$ cat src/rtl/ps2_mouse_rx_pkg.sv
// rtl/ps2_mouse_rx_pkg.sv - shared types, screen limits and clamp helper for the PS/2 mouse receiver
// Contents: HOR_MAX/VER_MAX screen limits, frame/packet state enums,
//           9-bit signed delta type, 14-bit position sum type, clamp_pos().
package mouse_pkg;

   localparam int HOR_MAX = 799;
   localparam int VER_MAX = 599;

   typedef enum logic {IDLE, SHIFT} frame_state_t;
   typedef enum logic [1:0] {BYTE0, BYTE1, BYTE2} pkt_state_t;

   typedef logic signed [8:0]  delta_t;
   typedef logic signed [13:0] pos_sum_t;

   // Saturate a signed position sum into 0..max_v.
   function automatic logic [11:0] clamp_pos(input pos_sum_t v, input int max_v);
      if (v[13])
         return 12'd0;
      else if (v > pos_sum_t'(max_v))
         return 12'(max_v);
      else
         return v[11:0];
   endfunction

endpackage

$ cat src/rtl/ps2_mouse_rx_if.sv
// rtl/ps2_mouse_rx_if.sv - pad-side PS/2 lines and decoded mouse state bundle
// Signals: ps2_clk/ps2_data (raw pad inputs), mouse_xpos/mouse_ypos (12-bit
//          absolute position), mouse_left/mouse_right (button levels),
//          packet_valid (one-cycle update pulse).
// master: the receiver (consumes pad lines, drives mouse state).
// slave : the consumer / pad driver.
interface ps2_mouse_rx_if;

   logic        ps2_clk;
   logic        ps2_data;
   logic [11:0] mouse_xpos;
   logic [11:0] mouse_ypos;
   logic        mouse_left;
   logic        mouse_right;
   logic        packet_valid;

   modport master (
      input  ps2_clk, ps2_data,
      output mouse_xpos, mouse_ypos, mouse_left, mouse_right, packet_valid
   );

   modport slave (
      output ps2_clk, ps2_data,
      input  mouse_xpos, mouse_ypos, mouse_left, mouse_right, packet_valid
   );

endinterface

$ cat src/rtl/ps2_mouse_rx_frame.sv
// rtl/ps2_mouse_rx_frame.sv - PS/2 line sync, falling-edge detect, 11-bit frame FSM with timeout
// Ports: clk, rst (sync active-high); ps2_clk, ps2_data (async pad);
//        rx_byte[7:0] (last received byte), byte_ok (good frame pulse),
//        byte_err (parity/stop error or timeout pulse).
module ps2_frame_rx
   import mouse_pkg::*;
#(
   parameter int TIMEOUT_CYCLES = 4000
) (
   input  logic       clk,
   input  logic       rst,
   input  logic       ps2_clk,
   input  logic       ps2_data,
   output logic [7:0] rx_byte,
   output logic       byte_ok,
   output logic       byte_err
);

   localparam int TW = $clog2(TIMEOUT_CYCLES + 1);

   logic clk_s1_q, clk_s1_d, clk_s2_q, clk_s2_d, clk_dly_q, clk_dly_d;
   logic dat_s1_q, dat_s1_d, dat_s2_q, dat_s2_d;
   frame_state_t state_q, state_d;
   logic [3:0]    bit_cnt_q, bit_cnt_d;
   logic [8:0]    shift_q, shift_d;
   logic [TW-1:0] timer_q, timer_d;
   logic [7:0]    byte_q, byte_d;
   logic          ok_q, ok_d, err_q, err_d;
   logic          fall;
   logic [9:0]    frame;

   always_comb begin
      clk_s1_d  = ps2_clk;
      clk_s2_d  = clk_s1_q;
      clk_dly_d = clk_s2_q;
      dat_s1_d  = ps2_data;
      dat_s2_d  = dat_s1_q;

      fall  = clk_dly_q & ~clk_s2_q;
      // Bits enter at the MSB, so after the 10th bit frame[0] is data bit 0,
      // frame[8] is parity and frame[9] is the stop bit.
      frame = {dat_s2_q, shift_q};

      state_d   = state_q;
      bit_cnt_d = bit_cnt_q;
      shift_d   = shift_q;
      timer_d   = timer_q;
      byte_d    = byte_q;
      ok_d      = 1'b0;
      err_d     = 1'b0;

      case (state_q)
         IDLE: begin
            timer_d = '0;
            if (fall && !dat_s2_q) begin
               state_d   = SHIFT;
               bit_cnt_d = 4'd0;
            end
         end
         SHIFT: begin
            // Timeout wins over a coincident fall.
            if (timer_q == TW'(TIMEOUT_CYCLES)) begin
               state_d = IDLE;
               err_d   = 1'b1;
            end else if (fall) begin
               timer_d   = '0;
               shift_d   = frame[9:1];
               bit_cnt_d = bit_cnt_q + 4'd1;
               if (bit_cnt_q == 4'd9) begin
                  state_d = IDLE;
                  byte_d  = frame[7:0];
                  if ((^frame[8:0]) && frame[9])
                     ok_d = 1'b1;
                  else
                     err_d = 1'b1;
               end
            end else begin
               timer_d = timer_q + TW'(1);
            end
         end
         default: state_d = IDLE;
      endcase
   end

   always_ff @(posedge clk) begin
      if (rst) begin
         // Sync chain resets to the idle-high line level so no false fall.
         clk_s1_q  <= 1'b1;
         clk_s2_q  <= 1'b1;
         clk_dly_q <= 1'b1;
         dat_s1_q  <= 1'b1;
         dat_s2_q  <= 1'b1;
         state_q   <= IDLE;
         bit_cnt_q <= 4'd0;
         shift_q   <= '0;
         timer_q   <= '0;
         byte_q    <= 8'd0;
         ok_q      <= 1'b0;
         err_q     <= 1'b0;
      end else begin
         clk_s1_q  <= clk_s1_d;
         clk_s2_q  <= clk_s2_d;
         clk_dly_q <= clk_dly_d;
         dat_s1_q  <= dat_s1_d;
         dat_s2_q  <= dat_s2_d;
         state_q   <= state_d;
         bit_cnt_q <= bit_cnt_d;
         shift_q   <= shift_d;
         timer_q   <= timer_d;
         byte_q    <= byte_d;
         ok_q      <= ok_d;
         err_q     <= err_d;
      end
   end

   assign rx_byte  = byte_q;
   assign byte_ok  = ok_q;
   assign byte_err = err_q;

endmodule

$ cat src/rtl/ps2_mouse_rx.sv
// rtl/ps2_mouse_rx.sv - PS/2 mouse packet decoder and clamped absolute position accumulator
// Ports: clk, rst (sync active-high); bus (ps2_mouse_rx_if.master): raw
//        ps2_clk/ps2_data in; mouse_xpos, mouse_ypos, mouse_left,
//        mouse_right, packet_valid out (all registered).
module ps2_mouse_rx
   import mouse_pkg::*;
#(
   parameter int X_MAX          = HOR_MAX,
   parameter int Y_MAX          = VER_MAX,
   parameter int TIMEOUT_CYCLES = 4000
) (
   input  logic          clk,
   input  logic          rst,
   ps2_mouse_rx_if.master bus
);

   logic [7:0] rx_byte;
   logic       byte_ok;
   logic       byte_err;

   ps2_frame_rx #(.TIMEOUT_CYCLES(TIMEOUT_CYCLES)) u_frame (
      .clk      (clk),
      .rst      (rst),
      .ps2_clk  (bus.ps2_clk),
      .ps2_data (bus.ps2_data),
      .rx_byte  (rx_byte),
      .byte_ok  (byte_ok),
      .byte_err (byte_err)
   );

   pkt_state_t  pkt_q, pkt_d;
   // status: [0] left, [1] right, [2] X sign, [3] Y sign, [4] X ovf, [5] Y ovf
   logic [5:0]  status_q, status_d;
   logic [7:0]  xmag_q, xmag_d;
   logic [11:0] xpos_q, xpos_d, ypos_q, ypos_d;
   logic        left_q, left_d, right_q, right_d, valid_q, valid_d;
   delta_t      dx, dy;
   pos_sum_t    sum_x, sum_y;

   always_comb begin
      // The Y magnitude is taken straight from the receiver so the update
      // lands in the same cycle byte 2 is accepted.
      dx    = delta_t'({status_q[2], xmag_q});
      dy    = delta_t'({status_q[3], rx_byte});
      sum_x = pos_sum_t'({2'b00, xpos_q}) + pos_sum_t'(dx);
      // PS/2 Y is up-positive, screen Y grows downward.
      sum_y = pos_sum_t'({2'b00, ypos_q}) - pos_sum_t'(dy);

      pkt_d    = pkt_q;
      status_d = status_q;
      xmag_d   = xmag_q;
      xpos_d   = xpos_q;
      ypos_d   = ypos_q;
      left_d   = left_q;
      right_d  = right_q;
      valid_d  = 1'b0;

      if (byte_err) begin
         pkt_d = BYTE0;
      end else if (byte_ok) begin
         case (pkt_q)
            BYTE0: begin
               // Bit 3 is always set in a status byte; anything else is a
               // misaligned byte and is skipped to regain packet sync.
               if (rx_byte[3]) begin
                  status_d = {rx_byte[7:4], rx_byte[1:0]};
                  pkt_d    = BYTE1;
               end
            end
            BYTE1: begin
               xmag_d = rx_byte;
               pkt_d  = BYTE2;
            end
            BYTE2: begin
               pkt_d   = BYTE0;
               valid_d = 1'b1;
               left_d  = status_q[0];
               right_d = status_q[1];
               if (!status_q[4])
                  xpos_d = clamp_pos(sum_x, X_MAX);
               if (!status_q[5])
                  ypos_d = clamp_pos(sum_y, Y_MAX);
            end
            default: pkt_d = BYTE0;
         endcase
      end
   end

   always_ff @(posedge clk) begin
      if (rst) begin
         pkt_q    <= BYTE0;
         status_q <= 6'd0;
         xmag_q   <= 8'd0;
         xpos_q   <= 12'd0;
         ypos_q   <= 12'd0;
         left_q   <= 1'b0;
         right_q  <= 1'b0;
         valid_q  <= 1'b0;
      end else begin
         pkt_q    <= pkt_d;
         status_q <= status_d;
         xmag_q   <= xmag_d;
         xpos_q   <= xpos_d;
         ypos_q   <= ypos_d;
         left_q   <= left_d;
         right_q  <= right_d;
         valid_q  <= valid_d;
      end
   end

   assign bus.mouse_xpos   = xpos_q;
   assign bus.mouse_ypos   = ypos_q;
   assign bus.mouse_left   = left_q;
   assign bus.mouse_right  = right_q;
   assign bus.packet_valid = valid_q;

endmodule

$ cat src/flat_wrapper.sv
// flat-port wrapper written by rule: the top's interface ports become plain ports
module ps2_mouse_rx_flat import mouse_pkg::*;
#(
   parameter int X_MAX          = HOR_MAX,
   parameter int Y_MAX          = VER_MAX,
   parameter int TIMEOUT_CYCLES = 4000
)
  (clk, rst, bus_ps2_clk, bus_ps2_data, bus_mouse_xpos, bus_mouse_ypos, bus_mouse_left, bus_mouse_right, bus_packet_valid);
  ps2_mouse_rx_if bus_i ();
  input  logic clk;
  input  logic rst;
  input wire logic [$bits(bus_i.ps2_clk)-1:0] bus_ps2_clk;
  input wire logic [$bits(bus_i.ps2_data)-1:0] bus_ps2_data;
  output wire logic [$bits(bus_i.mouse_xpos)-1:0] bus_mouse_xpos;
  output wire logic [$bits(bus_i.mouse_ypos)-1:0] bus_mouse_ypos;
  output wire logic [$bits(bus_i.mouse_left)-1:0] bus_mouse_left;
  output wire logic [$bits(bus_i.mouse_right)-1:0] bus_mouse_right;
  output wire logic [$bits(bus_i.packet_valid)-1:0] bus_packet_valid;
  assign bus_i.ps2_clk = bus_ps2_clk;
  assign bus_i.ps2_data = bus_ps2_data;
  assign bus_mouse_xpos = bus_i.mouse_xpos;
  assign bus_mouse_ypos = bus_i.mouse_ypos;
  assign bus_mouse_left = bus_i.mouse_left;
  assign bus_mouse_right = bus_i.mouse_right;
  assign bus_packet_valid = bus_i.packet_valid;
  ps2_mouse_rx #(.X_MAX(X_MAX), .Y_MAX(Y_MAX), .TIMEOUT_CYCLES(TIMEOUT_CYCLES)) u_core (.clk(clk), .rst(rst), .bus(bus_i));
endmodule
$ cat config.mk
export PLATFORM = sky130hd
export DESIGN_NAME = ps2_mouse_rx_flat
export DESIGN_NICKNAME = d
export VERILOG_FILES = /design/src/rtl/ps2_mouse_rx_pkg.sv /design/src/rtl/ps2_mouse_rx_if.sv /design/src/rtl/ps2_mouse_rx_frame.sv /design/src/rtl/ps2_mouse_rx.sv /design/src/flat_wrapper.sv
export SDC_FILE = /design/constraint.sdc
export NUM_CORES = 1
export LEC_CHECK = 0
export ABC_AREA = 1
export CAP_MARGIN = 30
export CORE_UTILIZATION = 65
export CTS_BUF_LIST = sky130_fd_sc_hd__clkbuf_8 sky130_fd_sc_hd__clkbuf_16
export CTS_CLUSTER_DIAMETER = 40
export DETAILED_ROUTE_END_ITERATION = 7
export DONT_BUFFER_PORTS = 1
export PLACE_DENSITY = 0.88
export SYNTH_ARGS = -nofsm -noshare
export SYNTH_HDL_FRONTEND = slang
export SYNTH_SLANG_ARGS = --single-unit
$ cat constraint.sdc
create_clock -name clk -period 5 [get_ports clk]
set_clock_uncertainty 0.1 [all_clocks]
set_input_delay 1 -clock clk [delete_from_list [all_inputs] [get_ports clk]]
set_output_delay 1 -clock clk [all_outputs]
set_load 0.05 [all_outputs]
==> results of run 1 <==
[worst max-delay path, delay by kind of cell, from the launching register on]
family	cells	cell delay [ps]
flip-flops	1	660
adder cells (fa/ha/maj)	2	650
buffers and inverters	2	190
AND/OR/NAND/NOR	9	830
XOR/XNOR	1	140
AO/OA/AOI/OAI	1	140
[synth_stat cells (all sizes together)]
library cell	number	share of area, %
nand2	210	17
inv	118	8.9
dfxtp	84	34
nor2	71	5.9
a21oi	60	6.6
nand3	47	5.2
o21ai	40	4.0
ha	30	7.6
nor3	18	1.8
clkbuf	11	0.83
xnor2	11	1.9
nand4	8	1.0
or2	5	0.63
xor2	5	0.88
nand3b	4	0.61
a21boi	2	0.30
a31oi	2	0.25
and3	2	0.25
buf	2	0.18
fa	2	0.81
nor3b	2	0.30
a21o	1	0.15
a221oi	1	0.18
and2	1	0.13
o211ai	1	0.15
o21a	1	0.15
o21bai	1	0.15
o22ai	1	0.13
[state kept, by name, indices dropped and copies added, names as in the netlist, 2 cells and up]
name and count:
u_core.bus.mouse_xpos 12, u_core.bus.mouse_ypos 12, u_core.u_frame.timer_q 12, u_core.u_frame.shift_q 9, u_core.u_frame.rx_byte 8, u_core.xmag_q 8
u_core.status_q 6, u_core.u_frame.bit_cnt_q 4, u_core.pkt_q 2
[layout make-up]
class                      count  area, um2
tap                           99      123.9
multi-input combinational    526       2788
fill                         590       2092
sequential                    84       1682
inverter                     118      442.9
clock buffer                  10      137.6
clock inverter                 6      65.06
[stage by stage]
stage	std cells	setup WS [ps]	hold WS, ps	cell area (um2)
global placement	827	2350	299.5	5036
CTS	843	2223	326.9	5239
finish	843	2218	321.1	5239
detailed placement	827	2236	304.2	5036
floorplan	741	2464	289.5	4962
global route	843	2012	345.2	5239
[cell families after synthesis]
group	count (synthesis)	synth area share (%)
buffers and inverters	131	9.934
AOI/OAI and AO/OA	110	12.08
xor gates and xnor gates	16	2.824
adders and majority gates	32	8.371
and+or+nand+nor	368	32.90
DFF	84	33.89
[layer usage]
layer  wire length [um]  part of all wire (%)
met1               4650                    43
met2               5375                    49
met3                657                   6.0
met4                229                   2.1
met5                  0                     0
[where the power goes]
part	switching, mW	leakage, nW	internal, mW
Sequential	0.000884	0.677	0.670
Clock	0.251	0.108	0.244
Combinational	0.00731	1.67	0.00342
[path summary, 6_finish.rpt]
| path | startpoint | end | slack, ps |
|---|---|---|---|
| max | u_core.bus.mouse_ypos[0] | u_core.bus.mouse_ypos[7] | 2220 |
| min | u_core.u_frame.clk_s1_q | u_core.u_frame.clk_dly_d | 320 |
| max reg2reg | u_core.bus.mouse_ypos[0] | u_core.bus.mouse_ypos[7] | 2220 |
| min reg2reg | u_core.u_frame.clk_s1_q | u_core.u_frame.clk_dly_d | 320 |
==> flow_summary_export.csv, run 1 <==
group,metric,value,unit
grt,grt-busiest-layer,"met2",
finish,post-route-util,71.46,%
finish,final_common_cell,"nand2_1",
grt,grtUsageMet2,51.70,%
floorplanning,die_x,89.38,um
clocking,cts.sinks,84,
clocking,clk_pin_slew_worst_paths,90,ps
power,power,1.177,mW
clocking,cts_resized,0,
setup_path,cp_max_fo,4,
setup_path,worst_setup_path_start_kind,"flop",
drt,route.final.wire_length,10910,um
worst_hold_path,hp-class,"flop to flop",
sta,max-slew-margin-rel,37.84,%
setup_path,end_kind,"flop",
finish,drive_above_1_share,8.737,%
placed_design,hpwl,8134,um
drt,vias,4621,
finish,diodes,0,
floorplanning,initial_core_util,67.69,%
sta,setup_tns,0,ps
setup_path,path_class,"flop to flop",
clocking,root_buffer,"clkbuf_8",
sta,final.min_clock_period,2782,ps
clocking,numCtsBuffers,9,
power,ir_drop,165.3,uV
sta,rsz0062_at_grt,"false",
outcome,status,"finished, final reports clean",
power,powerDensity,224.7,nW/um2
drt,drt_iter0_drc,174,
placed_design,port_buffers,0,
finish,fin_nets,775,
clocking,htreeDepth,3,
sta,tightest_slew,931.3,ps
flow_run,cap_violations,0,
setup_path,path_common_cell,"nand2_1",
yosys,syn-cell-area,4962,um2
drt,drt-vias-per-instance,5.482,
setup_path,worst-r2r-cell-count,15,
sta,finalSetupViolCount,0,
grt,grt_use_met3,8.403,%
yosys,synth_cells,741,
yosys,synth_warnings,0,
setup_path,path_cells,"inv_1 > ha_1 > fa_1 > inv_1 > nand3_1 > nand2_2 > nand2_1 > nand2_1 > xnor2_1 > nand3_1 > nand2_2 > nand2_4 > nor2_4 > nand2_1 > a21oi_1",
floorplanning,die_area,7988,um2
drt,firstDrtPassIters,6,
floorplanning,ioPinCount,31,
clocking,clk_path_buf_depth,2,
yosys,synth.avg_cell_area,6.697,um2
sta,drv_slew,0,
grt,grt_first_pass_wirelength,18130,um
yosys,synth_cell_types,36,
yosys,synth_fp_nets,777,
sta,fin_crit_sh,55.64,%
grt,grt_pass1_vias,4241,
yosys,synth.ff_latch_count,84,
clocking,post_cts.repair.setup_buffers,0,
grt,antenna_found_initial,0,
drt,postRouteAntennaNets,0,
floorplanning,die_h,89.38,um
power,p_leak,2.457,nW
drt,drc_errors,0,
grt,grt_use_met1,33.98,%
yosys,yosysSeqAreaShare,33.89,%
sta,finalHoldViolCount,0,
finish,area_delta_synth_final,5.572,%
setup_path,worst-endpoint-arrival,2980,ps
drt,wire_per_inst,12.95,um
floorplanning,core,7331,um2
grt,grt_max_degree,39,
finish,final_cell_mix,"nand2_1 (192), inv_1 (111), dfxtp_1 (84), nor2_1 (64), a21oi_1 (53)",
setup_path,critPathSlowestCell,"dfxtp_1",
worst_hold_path,hold_depth,1,
setup_path,required,5200,ps
clocking,insertion_delay,370,ps
clocking,cts_tree,"yes",
sta,fmax,0.3594,GHz
grt,overflow,0,
grt,track_usage,29.38,%
clocking,cts_hold_buffers,0,
placed_design,gp_congestion,0.9470,
floorplanning,num_rows,31,
setup_path,max_stage_delay,660,ps
(Power assumes the default switching activity.)
==> inputs of run 2 (changes only) <==
Settings changed: CORE_UTILIZATION 65 to 64, PLACE_DENSITY 0.88 to 0.87.
Clock period 5 ns to 2.9 ns, I/O delays scaled along.
==> run 2 against run 1 <==
  * Final cell count increased by 3.0%
  * Global-route usage is 1.1 points higher
  * Die area increased by 1.5%
  * Largest power group unchanged
  * First-iteration DRC count rose by 41%
  * Power grew 74%
  * Via count is 2.6% higher
  * Register-to-register slack worse by 1900 ps
  * Maximum frequency is 9.6% higher
  * Sequential share of layout area is 1.1 points lower
  * Non-clock buffer count is 25 higher
==> flow_summary_export.csv, run 2 (synthesis results as in run 1) <==
group,metric,value,unit
setup_path,end_kind,"flop",
outcome,status,"finished, final reports clean",
finish,diodes,0,
clocking,clk_path_buf_depth,2,
setup_path,worst-r2r-cell-count,14,
floorplanning,die_area,8110,um2
grt,grt_max_degree,37,
drt,wire_per_inst,13.45,um
power,p_switching,0.4771,mW
clocking,cts.sinks,84,
sta,finalHoldViolCount,0,
sta,final.min_clock_period,2539,ps
worst_hold_path,hold_depth,1,
clocking,insertion_delay,360,ps
clocking,htreeDepth,3,
finish,final_common_cell,"nand2_1",
sta,tightest_slew,742.2,ps
sta,drv_slew,0,
sta,setup_tns,0,ps
drt,drt_iter0_drc,245,
worst_hold_path,hp-class,"primary input to flop",
clocking,root_buffer,"clkbuf_8",
sta,max-slew-margin-rel,50.34,%
clocking,post_cts.repair.setup_buffers,0,
grt,grt_first_pass_wirelength,20270,um
floorplanning,ioPinCount,31,
power,p_int,1.573,mW
sta,fin_crit_sh,87.56,%
setup_path,cp_max_fo,10,
setup_path,worst_setup_path_start_kind,"flop",
finish,area_delta_synth_final,9.380,%
power,p_seq_share,56.5,%
grt,track_usage,30.52,%
clocking,numCtsBuffers,9,
clocking,cts_resized,0,
placed_design,hpwl,8885,um
drt,drt-vias-per-instance,5.463,
setup_path,worst-endpoint-arrival,2690,ps
flow_run,cap_violations,0,
grt,antenna_found_initial,0,
power,p_comb_share,1.0,%
grt,grt_pass1_vias,4610,
finish,final_cell_mix,"nand2_1 (192), inv_1 (110), dfxtp_1 (84), nor2_1 (64), a21oi_1 (53)",
placed_design,port_buffers,0,
sta,finalSetupViolCount,0,
floorplanning,die_h,90.06,um
finish,post-route-util,73.65,%
power,powerDensity,377.7,nW/um2
clocking,clk_pin_slew_worst_paths,100,ps
finish,multi_input_area,2788,um2
setup_path,reg2reg_slack,360,ps
finish,final.fill_count,605,
grt,overflow,0,
clocking,cts_tree,"yes",
floorplanning,num_rows,31,
placed_design,gp_congestion,0.9404,
floorplanning,initial_core_util,67.33,%
floorplanning,die_x,90.06,um
power,swShare,23.27,%
drt,drc_errors,0,
finish,regArea,1682,um2
drt,route.final.wire_length,11680,um
finish,drive_above_1_share,11.83,%
sta,rsz0062_at_grt,"false",
power,clkPwrFrac,42.5,%
finish,fin_nets,800,
floorplanning,core,7370,um2
drt,postRouteAntennaNets,0,
power,ir_drop,333.7,uV
clocking,cts_hold_buffers,0,
setup_path,required,3060,ps
setup_path,path_class,"flop to flop",
drt,firstDrtPassIters,5,
sta,fmax,0.3938,GHz
drt,vias,4742,
power,p_leak,2.587,nW
## run 2: cell types whose count changed in the layout (fill, tap and decap cells not counted), sizes merged
cell	delta
buf	+25
clkbuf	-1
clkinv	-2
clkinvlp	+1
inv	+2
## run 2: final cells by class
type	count	share of cell area, %
Inverter	118	8.160
Tap cell	99	2.282
Multi-Input combinational cell	526	51.36
Clock inverter	7	1.475
Timing Repair Buffer	25	3.458
Clock buffer	9	2.282
Sequential cell	84	30.98
## run 2: through the flow
stage	instance area, um2	power [mW]	worst slack (ps)	std cells	hold WS, ps
global route	5428	2.110	161.9	868	157.1
detailed placement	5224	1.205	427.8	852	293.1
CTS	5428	2.055	399.3	868	166.0
global placement	5224	1.203	498.0	852	300.4
floorplan	4962	1.207	363.9	741	289.5
finish	5428	2.050	360.8	868	178.5
## run 2: final timing paths
path | to | startpoint
worst min register to register | u_core.u_frame.clk_dly_d | u_core.u_frame.clk_s1_q
worst max-delay path | u_core.bus.mouse_xpos[1] | u_core.bus.mouse_xpos[1]
worst min-delay path | u_core.u_frame.timer_q[1] | rst
worst max register to register | u_core.bus.mouse_xpos[1] | u_core.bus.mouse_xpos[1]
## run 2: layer usage
layer  GRT usage [%]  wire length (um)  vias to the layer above
met5               0                 0                        -
met4           13.04               301                        0
met3           5.499               670                       30
met2           53.50              5759                      155
met1           36.46              4943                     2158
li1                -                 -                     2399
## run 2: power groups by stage
stage	clock network [mW]	registers [mW]	logic [mW]
after global routing	0.928	1.16	0.0230
after detailed placement	0	1.18	0.0201
final	0.872	1.16	0.0203
after floorplan	0	1.18	0.0226
after global placement	0	1.18	0.0188
after CTS	0.878	1.16	0.0200
## run 2: critical path, stage by stage, from the launching register on
cell and delay (ps):
dfxtp_1 710, fa_1 400, nand3_1 100, nand3_1 130, nand2_1 100, nand2_1 90
nand2_1 70, nand2_1 100, inv_1 50, nand3_1 80, nand2_1 70, inv_2 170
nand3_1 110, nand2_1 70, a21oi_1 60
